--- config.mk ---
export PLATFORM = sky130hd
export DESIGN_NAME = arbitro_em_anel
export DESIGN_NICKNAME = d
export VERILOG_FILES = /design/src/rtl/arbitro_em_anel.sv
export SDC_FILE = /design/constraint.sdc
export NUM_CORES = 1
export LEC_CHECK = 0
export ABC_AREA = 1
export BUFFER_PORTS_ARGS = -buffer_cell sky130_fd_sc_hd__buf_2
export CAP_MARGIN = 20
export CORE_MARGIN = 2
export CORE_UTILIZATION = 52
export CTS_BUF_LIST = sky130_fd_sc_hd__clkbuf_8 sky130_fd_sc_hd__clkbuf_16
export CTS_CLUSTER_SIZE = 30
export DETAILED_ROUTE_END_ITERATION = 7
export HOLD_SLACK_MARGIN = 0.02
export PLACE_DENSITY = 0.77
export SETUP_SLACK_MARGIN = 0.3
export SKIP_LAST_GASP = 1
export SLEW_MARGIN = 5
export SYNTH_ARGS = -nofsm -noshare
export SYNTH_HDL_FRONTEND = slang
export SYNTH_SLANG_ARGS = --single-unit
--- constraint.sdc ---
create_clock -name clk -period 2.7 [get_ports clk]
set_clock_uncertainty 0.15 [all_clocks]
set_input_delay 0.27 -clock clk [delete_from_list [all_inputs] [get_ports clk]]
set_output_delay 0.27 -clock clk [all_outputs]
set_load 0.01 [all_outputs]
--- src/rtl/arbitro_em_anel.sv ---
// Round-robin arbiter with a one-hot rotating priority token and a registered one-hot grant.
// Optional hold limit enabled by defining ARB_TIMEOUT_EN (MAX_HOLD cycles per grant).
module arbitro_em_anel #(
    parameter int NREQ     = 4,
    parameter int MAX_HOLD = 8
) (
    input  logic            clk,
    input  logic            reset_n,
    input  logic [NREQ-1:0] req,
    output logic [NREQ-1:0] grant,
    output logic [NREQ-1:0] ptr,
    output logic            busy,
    output logic            timeout
);

    typedef enum logic {IDLE, GRANT} state_t;

    localparam logic [NREQ-1:0] ONE = NREQ'(1);

    state_t          state_reg;
    logic [NREQ-1:0] grant_reg;
    logic [NREQ-1:0] ptr_reg;

    logic [NREQ-1:0] masked_req;
    logic [NREQ-1:0] pick_src;
    logic [NREQ-1:0] pick;
    logic [NREQ-1:0] ptr_rot;
    logic            owner_req;
    logic            ptr_ok;
    logic            grant_ok;

`ifdef ARB_TIMEOUT_EN
    localparam int HW = $clog2(MAX_HOLD + 1);
    localparam logic [HW-1:0] HOLD_LAST = HW'(MAX_HOLD - 1);
    logic [HW-1:0] hold_reg;
    logic          timeout_reg;
    assign timeout = timeout_reg;
`else
    assign timeout = 1'b0;
`endif

    // Circular search: requesters at or above the token first, else wrap to the lowest one.
    always_comb begin
        masked_req = req & ~(ptr_reg - ONE);
        pick_src   = (|masked_req) ? masked_req : req;
        pick       = pick_src & (~pick_src + ONE);
        owner_req  = |(req & grant_reg);
        ptr_rot    = {grant_reg[NREQ-2:0], grant_reg[NREQ-1]};
        ptr_ok     = (ptr_reg != '0) && ((ptr_reg & (ptr_reg - ONE)) == '0);
        if (state_reg == IDLE)
            grant_ok = (grant_reg == '0);
        else
            grant_ok = (grant_reg != '0) && ((grant_reg & (grant_reg - ONE)) == '0);
    end

    always_ff @(posedge clk or negedge reset_n) begin
        if (!reset_n) begin
            state_reg   <= IDLE;
            grant_reg   <= '0;
            ptr_reg     <= ONE;
`ifdef ARB_TIMEOUT_EN
            hold_reg    <= '0;
            timeout_reg <= 1'b0;
`endif
        end else if (!ptr_ok || !grant_ok) begin
            state_reg   <= IDLE;
            grant_reg   <= '0;
            ptr_reg     <= ONE;
`ifdef ARB_TIMEOUT_EN
            hold_reg    <= '0;
            timeout_reg <= 1'b0;
`endif
        end else begin
`ifdef ARB_TIMEOUT_EN
            timeout_reg <= 1'b0;
`endif
            case (state_reg)
                IDLE: begin
                    if (|req) begin
                        grant_reg <= pick;
                        state_reg <= GRANT;
`ifdef ARB_TIMEOUT_EN
                        hold_reg  <= '0;
`endif
                    end
                end
                GRANT: begin
                    if (!owner_req) begin
                        grant_reg <= '0;
                        ptr_reg   <= ptr_rot;
                        state_reg <= IDLE;
                    end
`ifdef ARB_TIMEOUT_EN
                    // Release wins over the limit when both happen on the same edge.
                    else if (hold_reg == HOLD_LAST) begin
                        grant_reg   <= '0;
                        ptr_reg     <= ptr_rot;
                        state_reg   <= IDLE;
                        timeout_reg <= 1'b1;
                    end else begin
                        hold_reg <= hold_reg + 1'b1;
                    end
`endif
                end
                default: state_reg <= IDLE;
            endcase
        end
    end

    assign grant = grant_reg;
    assign ptr   = ptr_reg;
    assign busy  = |grant_reg;

endmodule

### After elaboration in Yosys (flattened, before gate mapping)

Cells that the tools add are included.
Widths: inputs -> output; s select.

| cells by class | value |
|---|---|
| bitwise operators | 8 |
| equal/unequal tests | 3 |
| mux-type cells | 13 |
| add/subtract/negate cells | 3 |
| reductions and logical operators | 17 |

Operators with widths:

| kind | count |
|---|---|
| $mux 4 | 7 |
| $and 4x4->4 | 5 |
| $reduce_or 4->1 | 4 |
| $logic_not 4->1 | 3 |
| $not 4->4 | 2 |
| $pmux 4 s2 | 1 |
| $reduce_bool 4->1 | 2 |
| $sub 4x1->4 const B | 2 |
| $add 4x1->4 const B | 1 |
| $mux 1 | 4 |
| $reduce_and 2->1 | 2 |
| $ne 3x1->1 const B | 1 |
| $ne 3x2->1 const B | 1 |
| $logic_and 1x1->1 | 2 |
| $logic_not 1->1 | 2 |
| $ne 2x1->1 const B | 1 |
| $pmux 1 s2 | 1 |
| $reduce_bool 2->1 | 1 |
| $logic_or 1x1->1 | 1 |
| $not 1->1 | 1 |

| word-level totals | value |
|---|---|
| register bits after elaboration | 9 |
| input port bits | 6 |

### Depth between registers and ports, before layout

Gate-level depths: netlist of run 1.

| depth | value |
|---|---|
| depth after elaboration | 11 |
| depth in mapped cells | 13 |

### Worst setup path after synthesis of run 1

Ideal clock, no wire load.

| path | value |
|---|---|
| kind | register to register |
| start | reg ptr_reg[0] (netlist: ptr[0]) |
| end | reg grant_reg[1] (netlist: grant[1]) |
| buffers on the path | 0 |
| data required time | 2431 ps |
| setup time | 119 ps |
| clock period less this slack | 2022 ps |
| arrival time | 1754 ps |
| stages on the path, launching flop included | 13 |
| setup slack | 678 ps |
| path through | dfstp_2 inv_1 ha_1 inv_1 ha_1 nand2_1 nand2_1 nor2_1 o21ai_0 inv_1 nor2_4 nand3_1 o21ai_2 |

| between the ends | value |
|---|---|
| word-level cells in the longest chain between the ends | 11 |
| elaborated cells on any way between the ends | 20 |

Ends and longest elaborated chain:

| what | RTL line | source |
|---|---|---|
| from (decl) | 22 | `logic [NREQ-1:0] ptr_reg;` |
| from (signal assigned) | 90 | `ptr_reg <= ptr_rot;` |
| $sub 4x1->4 | 44, 49 |  |
| $not 4->4 | 44 | `masked_req = req & ~(ptr_reg - ONE);` |
| $and 4x4->4 | 44 |  |
| $reduce_or 4->1 | 45 | `pick_src = (\|masked_req) ? masked_req : req;` |
| $mux 4 | 45 |  |
| $not 4->4 | 46 | `pick = pick_src & (~pick_src + ONE);` |
| $add 4x1->4 | 46 |  |
| $and 4x4->4 | 46 |  |
| $mux 4 | 79 | `if (\|req) begin` |
| $pmux 4 s2 | 77 | `case (state_reg)` |
| $mux 4 | 65 | `end else if (!ptr_ok \|\| !grant_ok) begin` |
| to (signal assigned) | 80 | `grant_reg <= pick;` |
| to (decl) | 21 | `logic [NREQ-1:0] grant_reg;` |

Parallel ways exist; a longest one is shown, timed or not. The select of a mux whose other input is x is not followed.
A chain may end at the register's enable or synchronous reset.

### Worst setup path in the final report of run 1

Same ends and word-level chain as after synthesis.

==> flow_summary.toml, run 1 <==
[status]
status = "finished, final reports clean"

[timing]
clock.fmax_mhz = 470
fin_tns_setup_ns = 0
timing.final.hold_violations = 0
finalSetupViolCount = 0
post-route-period-util_pct = 78.8
min_period_ns = 2.13
grt_setup_unrepaired = "no"
slew_violations = 0
fin_hold_ws_ns = 0.214

[setup_path]
cp_data_arrival_time_ns = 2.10
endpoint_kind = "flip-flop"
rr_worst_depth = 12
critPathKind = "reg2reg"
required_ns = 2.67
crit_fanout = 6
startpoint_type = "flip-flop"

[drt]
drc = 0
routed_via_density = 4.94
routed-via-count = 672
ant_nets = 0
routed_wl_um = 1470
dr.first_iter.drc_count = 13
routedWlPerCell_um = 10.8
dr.pass1.iters = 4

[run]
cap_violations = 0

[clocking]
h-tree-depth = 1
clock-root-buffer = "clkbuf_8"
clkSinkCount = 9
clk_latency_ns = 0.23
cts_setup_buffers = 0
cts.path.max_buffers = 2
clk_pin_slew_ns = 0.04
cts_tree = "yes"
cts_made_buffers = 3

[power]
p_leak_nw = 0.468
powerDensity_mw_per_mm2 = 1390
max-vdd-ir-drop_v = 0.000760

[grt]
grt_use_total_pct = 20.1
antenna_found_initial = 0
grt_pass1_wl_um = 2660
grt-ovfl-total = 0
grt_max_degree = 10
grt_pass1_vias = 612

[floorplan]
std_cell_rows = 13
core_mm2 = 0.00130
die_w_um = 41.5
initial_core_util_pct = 56.1
die-height_um = 41.5
die_area_mm2 = 0.00172
num_io_pins = 16

[logic_synthesis]
ys_seq_elements = 9
yosys_warnings = 0
syn_avg_cell_area_um2 = 7.08
synth_area_um2 = 729
ys_seq_area_share_pct = 31.0
synth_fp_nets = 113
ys_types = 24
syn_inst = 103

[worst_hold_path]
hp-class = "in2reg"
hold_path_depth = 3

[layout]
fin_nets = 132
antenna_cells = 0
layout-drive-gt1-share_pct = 30.6
syn_to_final_growth_pct = 19.0
fillers = 113

[placed_design]
gp_congestion = 0.847
portBuffers = 14
hpwl_um = 1180
[metrics by stage]
stage	cells	total power [mW]	utilization (%)	area, um^2	setup slack, ns
floorplan	103	0.883	-	729	0.678
detailed placement	131	1.05	62.3	811	0.516
global route	136	1.35	66.7	868	0.333
finish	136	1.21	66.7	868	0.572
CTS	136	1.21	66.5	866	0.515
global placement	131	1.04	62.3	811	0.527
[cell type report]
cell class	count	area [um^2]	share of cell area (%)
clock inverter	1	3.75	0.432
tap	15	18.8	2.16
sequential	9	226	26.1
multi-input combinational	79	445	51.3
inverter	14	52.6	6.05
timing repair buffer	15	80.1	9.22
clock buffer	3	41.3	4.76
[power by group]
part	switching, mW	total [mW]	leakage [nW]	internal [mW]
Clock	0.0538	0.153	0.0269	0.0990
Combinational	0.503	0.790	0.322	0.287
Sequential	0.0723	0.265	0.119	0.193
[per-layer routing]
layer | GRT usage (%) | vias up | part of all wire (%)
met5 | 0 | - | 0
met4 | 5.81 | 0 | 1.2
met3 | 6.52 | 5 | 3.5
met2 | 32.2 | 10 | 48
met1 | 25.8 | 298 | 47
li1 | - | 359 | -
[worst paths after layout]
kind,start,endpoint,slack (ns)
hold reg to reg,ptr[0]$_DFFE_PN1P_,ptr[0]$_DFFE_PN1P_,0.36
max in group asynchronous,reset_n,ptr[0]$_DFFE_PN1P_,1.90
setup / recovery,ptr[0]$_DFFE_PN1P_,grant[1]$_DFFE_PN0P_,0.57
setup reg to reg,ptr[0]$_DFFE_PN1P_,grant[1]$_DFFE_PN0P_,0.57
min in group asynchronous,reset_n,grant[0]$_DFFE_PN0P_,0.26
hold / removal,req[2],grant[2]$_DFFE_PN0P_,0.21
[repair_timing]
item | 4_1_cts | 5_1_grt
resized for setup | 0 | 1
endpoints found under the setup margin | 0 | 1
hold endpoints to repair | 9 | 0
hold buffers | 1 | 0
[placed cells by master, fill, tap and decap left out, drive strengths merged]
| cell type | Yosys | final |
|---|---|---|
| nand2 | 37 | 37 |
| inv | 14 | 15 |
| buf | 1 | 14 |
| nor2 | 13 | 13 |
| o21ai | 12 | 12 |
| dfrtp | 8 | 8 |
| nand3 | 6 | 6 |
| ha | 4 | 4 |
| clkbuf | 0 | 3 |
| nor3 | 3 | 3 |
| a21oi | 2 | 2 |
| nand4 | 1 | 1 |
| conb | 1 | 1 |
| dlygate4sd3 | 0 | 1 |
| dfstp | 1 | 1 |
[Yosys cell counts]
master,number,share of area [%]
nor2_4,2,3.1
dfrtp_1,8,27
nor2_1,9,4.6
nor2_2,2,1.7
o21ai_2,3,3.6
nand3_1,4,2.7
nand4_1,1,0.86
nand3_2,1,1.4
o21ai_0,5,3.4
dfstp_2,1,3.6
nand2_4,2,3.1
nor3_1,2,1.4
o21ai_1,4,2.7
inv_1,12,6.2
inv_2,2,1.0
a21oi_1,1,0.69
nand2_1,32,16
conb_1,1,0.51
nor3_2,1,1.4
nand2_2,3,2.6
nand3_4,1,2.4
ha_1,4,6.9
buf_4,1,1.0
a21oi_2,1,1.2
[kinds of logic (layout without fill, tap and decap cells)]
| kind of cell | Yosys count | after routing | share of synthesized area (%) |
|---|---|---|---|
| AO/OA/AOI/OAI | 14 | 14 | 11.7 |
| AND/OR/NAND/NOR | 60 | 60 | 41.7 |
| other | 1 | 1 | 0.514 |
| adder cells (fa/ha/maj) | 4 | 4 | 6.86 |
| buffers and inverters | 15 | 33 | 8.23 |
| flip-flops | 9 | 9 | 31.0 |
[critical path: stages, from the launching register on]
cell	delay (ns)
dfstp_2	0.57
inv_1	0.06
ha_1	0.20
inv_1	0.06
ha_1	0.23
nand2_1	0.09
nand2_1	0.07
nor2_2	0.14
o21ai_0	0.12
inv_1	0.13
nor2_4	0.04
nand3_1	0.08
o21ai_2	0.06
Power figures use the tool's default switching activity.
==> inputs of run 2 (changes only) <==
Settings changed: CORE_UTILIZATION 52 to 47, PLACE_DENSITY 0.77 to 0.73.
Clock period 2.7 ns to 1.71 ns, I/O delays scaled along.
==> flow_summary.toml, run 2 (synthesis results as in run 1) <==
[placed_design]
placed_area_um2 = 906
portBuffers = 14
gp_congestion = 0.850
hpwl_um = 1390

[floorplan]
die_area_mm2 = 0.00188
std_cell_rows = 14
die_w_um = 43.4
num_io_pins = 16
core_mm2 = 0.00147
initial_core_util_pct = 49.6
die-height_um = 43.4

[drt]
routed-via-count = 756
routed_via_density = 5.11
dr.first_iter.drc_count = 9
drc = 0
dr.pass1.iters = 4
routed_wl_um = 1820
routedWlPerCell_um = 12.3
ant_nets = 0

[grt]
met1_usage_pct = 23.8
grt-ovfl-total = 0
grt_pass1_wl_um = 2920
grt_util_met2_pct = 37.3
antenna_found_initial = 0
grt_use_total_pct = 20.5
grt_pass1_vias = 727
grt_max_degree = 10
busiest_layer = "met2"
grtUsageMet3_pct = 6.67

[power]
p_leak_nw = 0.542
powerDensity_mw_per_mm2 = 2370
sequentialPowerShare_pct = 16.2
clockPowerShare_pct = 9.2
switching_share_pct = 50.3
p_int_mw = 1.25
switching_power_mw = 1.26
comb_power_share_pct = 74.6
max-vdd-ir-drop_v = 0.00118

[timing]
post-route-period-util_pct = 115
grt_setup_unrepaired = "yes"
clock.fmax_mhz = 510
finalWorstSetupSlack_ns = -0.251
min_period_ns = 1.96
fin_hold_ws_ns = 0.178
slew_violations = 0
fin_tns_setup_ns = -2.14
finalSetupViolCount = 9
timing.final.hold_violations = 0

[layout]
regArea_um2 = 228
fillers = 127
finalInstanceArea_mm2 = 0.00106
syn_to_final_growth_pct = 44.9
fin_nets = 143
final_cell_mix = "nand2_1 (23), buf_2 (14), buf_4 (11)"
antenna_cells = 0
layout-drive-gt1-share_pct = 53.0
multi_input_comb_area_um2 = 549
final_common_cell = "nand2_1"

[clocking]
cts_made_buffers = 3
clk_latency_ns = 0.23
clk_pin_slew_ns = 0.04
cts.path.max_buffers = 2
clock-root-buffer = "clkbuf_8"
clkSinkCount = 9
cts_tree = "yes"
h-tree-depth = 1

[setup_path]
crit_fanout = 8
required_ns = 1.71
cp_data_arrival_time_ns = 1.96
startpoint_type = "flip-flop"
endpoint_kind = "flip-flop"
r2r_slack_ns = -0.25
critPathKind = "reg2reg"

[status]
violations = "negative setup slack"
status = "finished, violations left"

[worst_hold_path]
hp-class = "in2async"

[run]
cap_violations = 0
run 2: cell types whose count changed in the layout (fill, tap and decap cells not counted), moves of 2 or more:
cell / delta
buf_4: +11
nand2_1: -9
nand2_2: +7
o21ai_0: -4
o21ai_2: +4
inv_1: -3
inv_2: +3
ha_1: -2
ha_4: +2
run 2: worst paths after layout:
check,start,endpoint,cells past startpoint
worst max-delay path,ptr[1]$_DFFE_PN0P_,ptr[2]$_DFFE_PN0P_,11
max in group asynchronous,reset_n,ptr[0]$_DFFE_PN1P_,2
worst max register to register,ptr[1]$_DFFE_PN0P_,ptr[2]$_DFFE_PN0P_,11
worst min register to register,ptr[1]$_DFFE_PN0P_,ptr[1]$_DFFE_PN0P_,2
worst min-delay path,reset_n,ptr[1]$_DFFE_PN0P_,2
min in group clk,req[0],state_reg$_DFF_PN0_,3
run 2: metrics by stage:
step           setup WS, ns  util (%)  total power, mW  instances
2_1_floorplan        -0.202         -             1.48        103
3_3_place_gp         -0.231      61.6             1.91        140
3_5_place_dp         -0.254      61.6             1.94        140
4_1_cts              -0.225      67.1             2.25        146
5_1_grt              -0.356      71.9             2.74        148
6_report             -0.251      71.9             2.51        148
run 2: power groups by stage:
stage / logic, mW / clock network, mW / registers [mW]
2_1_floorplan: 1.05 / 0 / 0.435
3_3_place_gp: 1.51 / 0 / 0.398
3_5_place_dp: 1.53 / 0 / 0.405
4_1_cts: 1.61 / 0.237 / 0.400
5_1_grt: 2.07 / 0.252 / 0.416
6_report: 1.87 / 0.231 / 0.406
run 2: per-layer routing:
layer  vias to the layer above  share of wire [%]  wire (um)
met1                       357                 39        704
li1                        381                  -          -
met4                         0                1.2         21
met5                         -                  0          0
met3                         2                4.3         78
met2                        16                 56       1010
run 2: cell type report:
cell class                 instances  area share, %
timing repair buffer              26           15.4
multi-input combinational         79           52.0
tap                               16           1.89
inverter                          14           4.97
clock buffer                       3           3.91
clock inverter                     1          0.355
sequential                         9           21.5
run 2: worst max-delay path, cell delays in order, from the launching register on:
cell and delay [ns]:
dfrtp_2 0.42, inv_2 0.08, ha_4 0.13, inv_2 0.04, ha_4 0.15, nor3_4 0.18
nand2_2 0.10, nor2_4 0.21, nand3_4 0.16, nand2_8 0.13, nand2_2 0.05, o21ai_1 0.07
run 2: what timing repair did:
action | in CTS | in global routing
endpoints found under the hold margin | 9 | 0
resized for setup | 6 | 14
hold buffers | 1 | 0
pin swaps | 2 | 12
setup buffers | 1 | 2
setup endpoints to repair | 10 | 10
